--- src/rtl/time_keeper.sv ---
// time_keeper: 24-hour BCD time-of-day counter with validated digit load and hold.
// Optional alarm compare enabled by defining TIME_KEEPER_ALARM_EN.
module time_keeper #(
   parameter int TICKS_PER_SEC = 50_000_000,
   parameter int PRESC_W       = 26
) (
   input  logic       clk,
   input  logic       rst,
   input  logic       hold,
   input  logic       load_valid,
   input  logic [1:0] i_hours_left,
   input  logic [3:0] i_hours_right,
   input  logic [2:0] i_minutes_left,
   input  logic [3:0] i_minutes_right,
   output logic       load_ack,
   output logic       load_err,
   output logic [1:0] o_hours_left,
   output logic [3:0] o_hours_right,
   output logic [2:0] o_minutes_left,
   output logic [3:0] o_minutes_right,
   output logic [5:0] o_seconds,
   output logic       sec_tick,
   output logic       day_pulse
`ifdef TIME_KEEPER_ALARM_EN
   ,
   input  logic       alarm_load,
   input  logic [1:0] i_alarm_hl,
   input  logic [3:0] i_alarm_hr,
   input  logic [2:0] i_alarm_ml,
   input  logic [3:0] i_alarm_mr,
   output logic       alarm_hit
`endif
);
   function automatic logic legal_f(input logic [1:0] hl, input logic [3:0] hr,
                                    input logic [2:0] ml, input logic [3:0] mr);
      return hl <= 2'd2 && hr <= 4'd9 && !(hl == 2'd2 && hr > 4'd3) && ml <= 3'd5 && mr <= 4'd9;
   endfunction

   logic [PRESC_W-1:0] presc;
   logic tc, ld_ok, tick, sec_wrap, c_ml, c_h, day;
   logic [5:0] n_sec;
   logic [3:0] n_mr, n_hr;
   logic [2:0] n_ml;
   logic [1:0] n_hl;

   assign tc    = !hold && presc == PRESC_W'(TICKS_PER_SEC - 1);
   assign ld_ok = load_valid && legal_f(i_hours_left, i_hours_right, i_minutes_left, i_minutes_right);
   // a load in the terminal-count cycle swallows that second
   assign tick  = tc && !ld_ok;

   always_comb begin
      sec_wrap = o_seconds == 6'd59;
      c_ml     = sec_wrap && o_minutes_right == 4'd9;
      c_h      = c_ml && o_minutes_left == 3'd5;
      day      = c_h && o_hours_left == 2'd2 && o_hours_right == 4'd3;
      n_sec    = sec_wrap ? 6'd0 : o_seconds + 6'd1;
      n_mr     = !sec_wrap ? o_minutes_right : c_ml ? 4'd0 : o_minutes_right + 4'd1;
      n_ml     = !c_ml ? o_minutes_left : c_h ? 3'd0 : o_minutes_left + 3'd1;
      n_hr     = !c_h ? o_hours_right : (day || o_hours_right == 4'd9) ? 4'd0 : o_hours_right + 4'd1;
      n_hl     = !c_h ? o_hours_left : day ? 2'd0 : o_hours_right == 4'd9 ? o_hours_left + 2'd1 : o_hours_left;
   end

   always_ff @(posedge clk) begin
      if (rst) begin
         presc           <= '0;
         load_ack        <= 1'b0;
         load_err        <= 1'b0;
         sec_tick        <= 1'b0;
         day_pulse       <= 1'b0;
         o_hours_left    <= '0;
         o_hours_right   <= '0;
         o_minutes_left  <= '0;
         o_minutes_right <= '0;
         o_seconds       <= '0;
      end else begin
         presc     <= (hold || tc || ld_ok) ? '0 : presc + PRESC_W'(1);
         load_ack  <= ld_ok;
         load_err  <= load_valid && !ld_ok;
         sec_tick  <= tick;
         day_pulse <= tick && day;
         if (ld_ok) begin
            o_hours_left    <= i_hours_left;
            o_hours_right   <= i_hours_right;
            o_minutes_left  <= i_minutes_left;
            o_minutes_right <= i_minutes_right;
            o_seconds       <= '0;
         end else if (tick) begin
            o_hours_left    <= n_hl;
            o_hours_right   <= n_hr;
            o_minutes_left  <= n_ml;
            o_minutes_right <= n_mr;
            o_seconds       <= n_sec;
         end
      end
   end

`ifdef TIME_KEEPER_ALARM_EN
   logic [1:0] a_hl;
   logic [3:0] a_hr, a_mr;
   logic [2:0] a_ml;

   always_ff @(posedge clk) begin
      if (rst) begin
         a_hl      <= '0;
         a_hr      <= '0;
         a_ml      <= '0;
         a_mr      <= '0;
         alarm_hit <= 1'b0;
      end else begin
         if (alarm_load && legal_f(i_alarm_hl, i_alarm_hr, i_alarm_ml, i_alarm_mr)) begin
            a_hl <= i_alarm_hl;
            a_hr <= i_alarm_hr;
            a_ml <= i_alarm_ml;
            a_mr <= i_alarm_mr;
         end
         alarm_hit <= tick && sec_wrap && {n_hl, n_hr, n_ml, n_mr} == {a_hl, a_hr, a_ml, a_mr};
      end
   end
`else
`endif
endmodule

--- config.mk ---
export PLATFORM = sky130hd
export DESIGN_NAME = time_keeper
export DESIGN_NICKNAME = d
export VERILOG_FILES = /design/src/rtl/time_keeper.sv
export SDC_FILE = /design/constraint.sdc
export NUM_CORES = 1
export LEC_CHECK = 0
export CAP_MARGIN = 20
export CORE_UTILIZATION = 35
export CTS_CLUSTER_DIAMETER = 60
export DETAILED_ROUTE_END_ITERATION = 8
export SLEW_MARGIN = 0
export SYNTH_ARGS = -nofsm -noshare
export SYNTH_HDL_FRONTEND = slang
export SYNTH_SLANG_ARGS = --single-unit
export TNS_END_PERCENT = 1
--- constraint.sdc ---
create_clock -name clk -period 3.72 [get_ports clk]
set_clock_uncertainty 0.2 [all_clocks]
set_input_delay 0.744 -clock clk [delete_from_list [all_inputs] [get_ports clk]]
set_output_delay 0.744 -clock clk [all_outputs]
set_load 0.02 [all_outputs]
==> flow_summary_export.csv <==
group,metric,value,unit
die,placeableCoreArea,0.00687,mm^2
sta,final.setup.tns,0,ns
logic_synthesis,syn-num-nets,321,
final_layout,num-fill-cells,672,
logic_synthesis,synth_area_leader_cell,"dfxtp_1",
setup_path,arrival,2.70,ns
sta,setup_violations,0,
final_layout,antennaDiodeCount,0,
place,portBuffers,39,
setup_path,ff2ff_setup_slack,1.09,ns
global_routing,grt_overflow,0,
die,dieHeight,86.7,um
setup_path,required,3.74,ns
global_routing,antenna_found_initial,0,
hold_path,hp-class,"reg -> reg",
drt,routed_wl,5.78,mm
logic_synthesis,synthSimpleGateAreaFrac,32.1,%
pwr,power.density,307,mW/mm^2
cts,clk_path_buf_depth,2,
pwr,comb_power_share,8.9,%
final_layout,multi_input_area,0.00144,mm^2
pwr,power.leakage,1.06,nW
setup_path,reg2reg_to,"o_hours_left[0]$_SDFFE_PP0P_",
sta,period_share,72.1,%
cts,post_cts_resized,0,
global_routing,grt_first_pass_wirelength,9.91,mm
cts,clock-sinks,49,
final_layout,layout.area.seq,981,um^2
setup_path,rr_worst_depth,6,
global_routing,grt_pass1_vias,2117,
sta,layout_setup_ws,1.04,ns
logic_synthesis,synth.yosys.seq_area_share,39.1,%
drt,drc_errors,0,
drt,vias_per_cell,5.17,
cts,clkTransAtPathRegs,0.09,ns
die,die-area,0.00751,mm^2
place,dpl.cell_count,420,
drt,via_count,2212,
cts,insertion_delay,0.31,ns
global_routing,grt_max_degree,27,
logic_synthesis,syn_inst,295,
drt,wl_per_cell,13.5,um
die,dieWidth,86.7,um
pwr,power.share.sequential,57.5,%
logic_synthesis,synth.area.mux_share,0.399,%
place,place_hpwl,4.18,mm
sta,maxSlewViolCount,0,
logic_synthesis,synth_xor_area_share,8.37,%
drt,drt-initial-drc-count,111,
pwr,p_switching,0.000239,W
die,rows,30,
global_routing,grt_usage,16.5,%
hold_path,holdCritStartpoint,"presc[0]$_SDFF_PP0_",
logic_synthesis,ys.warnings.count,0,
drt,drt_pass1_iterations,4,
cts,cts_tree,"done",
hold_path,min_delay_path_depth,1,
cts,cts_setup_buffers,0,
pwr,switching_share,25.2,%
pwr,internal_power,0.000707,W
logic_synthesis,synth-seq-cells,49,
cts,clock-root-buffer,"clkbuf_8",
setup_path,end_kind,"flip-flop",
logic_synthesis,netlist.area_leader.share,39.1,%
final_layout,final_nets,357,
logic_synthesis,synth_adder_area_share,4.49,%
final_layout,final_cells,428,
final_layout,drive_gt1_share,5.12,%
cts,cts_buffers,5,
die,pin_count,40,
setup_path,setup.worst_path.class,"in -> reg",
logic_synthesis,synth_compound_area_share,12.1,%
sta,hold_viol_final,0,
logic_synthesis,synth_area_per_cell,8.51,um^2
sta,fin_crit,2.68,ns
job,drv_cap,0,
place,place_ws,0.715,ns
setup_path,start_kind,"input port",
sta,fmax,373,MHz
pwr,clockPowerShare,33.6,%
logic_synthesis,synth_top_family_by_area,"simple AND/OR/NAND/NOR gates",
logic_synthesis,syn_area,0.00251,mm^2
place,gp_congestion,0.782,
setup_path,path_max_fanout,18,
logic_synthesis,synthTopCellsByArea,"dfxtp_1 (39%), nor2_1 (7.3%), xor2_1 (7.0%)",
pwr,vdd_drop_max,137,uV
cts,htree_levels,2,
logic_synthesis,synthDistinctLibCells,43,
die,initial_core_util,36.5,%
drt,antenna_left,0,
cts,ctsHoldBuffers,0,
hold_path,holdPathEnd,"presc[0]$_SDFF_PP0_",
final_layout,area_growth_syn_to_layout,22.6,%
run_status,status,"finished clean",
sta,tightest_slew,0.726,ns
sta,slew_headroom,51.2,%
sta,rsz0062_at_grt,"no",
setup_path,r2r-start,"o_minutes_right[0]$_SDFFE_PP0P_",
critical path: stages:
cell,delay [ns]
clkdlybuf4s50_1,0.43
nand3b_1,0.21
nor4_4,0.31
nand2_2,0.28
or4_1,0.47
a311oi_1,0.27
metal layers:
layer,share of wire [%],global-route usage [%],wire length (um)
met1,46,20.5,2680
met4,2.2,6.36,127
met3,4.3,3.33,247
met2,47,28.2,2730
met5,0,0,0
layout make-up:
cell class / count / area share, %
Tap cell: 96 / 3.90
Clock inverter: 2 / 0.488
Clock buffer: 6 / 2.36
Multi-Input combinational cell: 223 / 46.8
Inverter: 11 / 1.34
Sequential cell: 49 / 31.9
Timing Repair Buffer: 41 / 13.2
cells in the final DEF, fill, tap and decap left out, drive strengths merged, types with 2 or more instances in the layout:
cell type      synthesis  routed
nand4                 10      10
buf                    1       2
and3                   4       4
nand3                 20      20
nor3                   3       3
xor2                  20      20
a211oi                 2       2
clkinvlp               0       2
clkbuf                11       6
clkdlybuf4s50          0      39
or3                    5       5
nand2                 23      23
and4                   6       6
nand2b                 3       3
dfxtp                 49      49
ha                     9       9
a21oi                  7       7
nor4                   3       3
or4                    7       7
nor3b                  2       2
a211o                  2       2
nor2                  49      49
xnor2                  4       4
nand3b                 4       4
a31oi                  3       3
o21ai                  7       7
a311oi                10      10
inv                   11      11
and2                   3       3
nor4b                  2       2
o31ai                  6       6
flip-flops by register name, summed over array words and instances (netlist names):
signal           flops
o_seconds            6
o_hours_left         2
sec_tick             1
day_pulse            1
load_err             1
presc               26
o_hours_right        4
o_minutes_left       3
load_ack             1
o_minutes_right      4
synthesized netlist by cell type (all sizes together):
cell type / number
a2111o: 1
a211o: 2
a211oi: 2
a21o: 1
a21oi: 7
a311oi: 10
a31oi: 3
a41oi: 1
and2: 3
and3: 4
and4: 6
buf: 1
clkbuf: 11
dfxtp: 49
ha: 9
inv: 11
mux2i: 1
nand2: 23
nand2b: 3
nand3: 20
nand3b: 4
nand4: 10
nand4b: 1
nor2: 49
nor3: 3
nor3b: 2
nor4: 3
nor4b: 2
o211ai: 1
o21ai: 7
o22ai: 1
o2bb2ai: 1
o31ai: 6
or2: 1
or3: 5
or4: 7
xnor2: 4
xor2: 20
cell families after synthesis:
logic type	Yosys count
compound gates	43
mux	1
flops	49
fa+ha+maj	9
xor+xnor	24
buf+inv	23
simple gates	146
worst max-delay path by stage:
| stage | startpoint | end | slack (ns) | depth (start not counted) |
|---|---|---|---|---|
| 2_1_floorplan | i_hours_left[0] | presc[24]$_SDFF_PP0_ | 1.29 | 7 |
| 4_1_cts | hold | o_minutes_left[1]$_SDFFE_PP0P_ | 1.04 | 6 |
| 6_report | hold | o_minutes_left[1]$_SDFFE_PP0P_ | 1.04 | 6 |
| 3_3_place_gp | hold | o_minutes_left[0]$_SDFFE_PP0P_ | 0.75 | 6 |
| 5_1_grt | o_seconds[0]$_SDFFE_PP0P_ | o_hours_right[1]$_SDFFE_PP0P_ | 0.87 | 6 |
| 3_5_place_dp | hold | o_minutes_left[1]$_SDFFE_PP0P_ | 0.72 | 6 |
per-stage QoR:
| stage | util (%) | power (W) | cell area, um^2 | hold slack (ns) |
|---|---|---|---|---|
| floorplan | - | 0.000593 | 2510 | 0.238 |
| global placement | 43.5 | 0.000640 | 2990 | 0.259 |
| detailed placement | 43.5 | 0.000640 | 2990 | 0.262 |
| CTS | 44.8 | 0.000956 | 3080 | 0.286 |
| global route | 44.8 | 0.000991 | 3080 | 0.339 |
| finish | 44.8 | 0.000946 | 3080 | 0.283 |
power groups by stage:
stage          sequential [W]  combinational [W]  clock [W]
3_5_place_dp         0.000556          0.0000846          0
4_1_cts              0.000544          0.0000851   0.000327
2_1_floorplan        0.000562          0.0000311          0
6_report             0.000544          0.0000844   0.000318
3_3_place_gp         0.000556          0.0000840          0
5_1_grt              0.000545          0.0000927   0.000353
(Power assumes the default switching activity.)
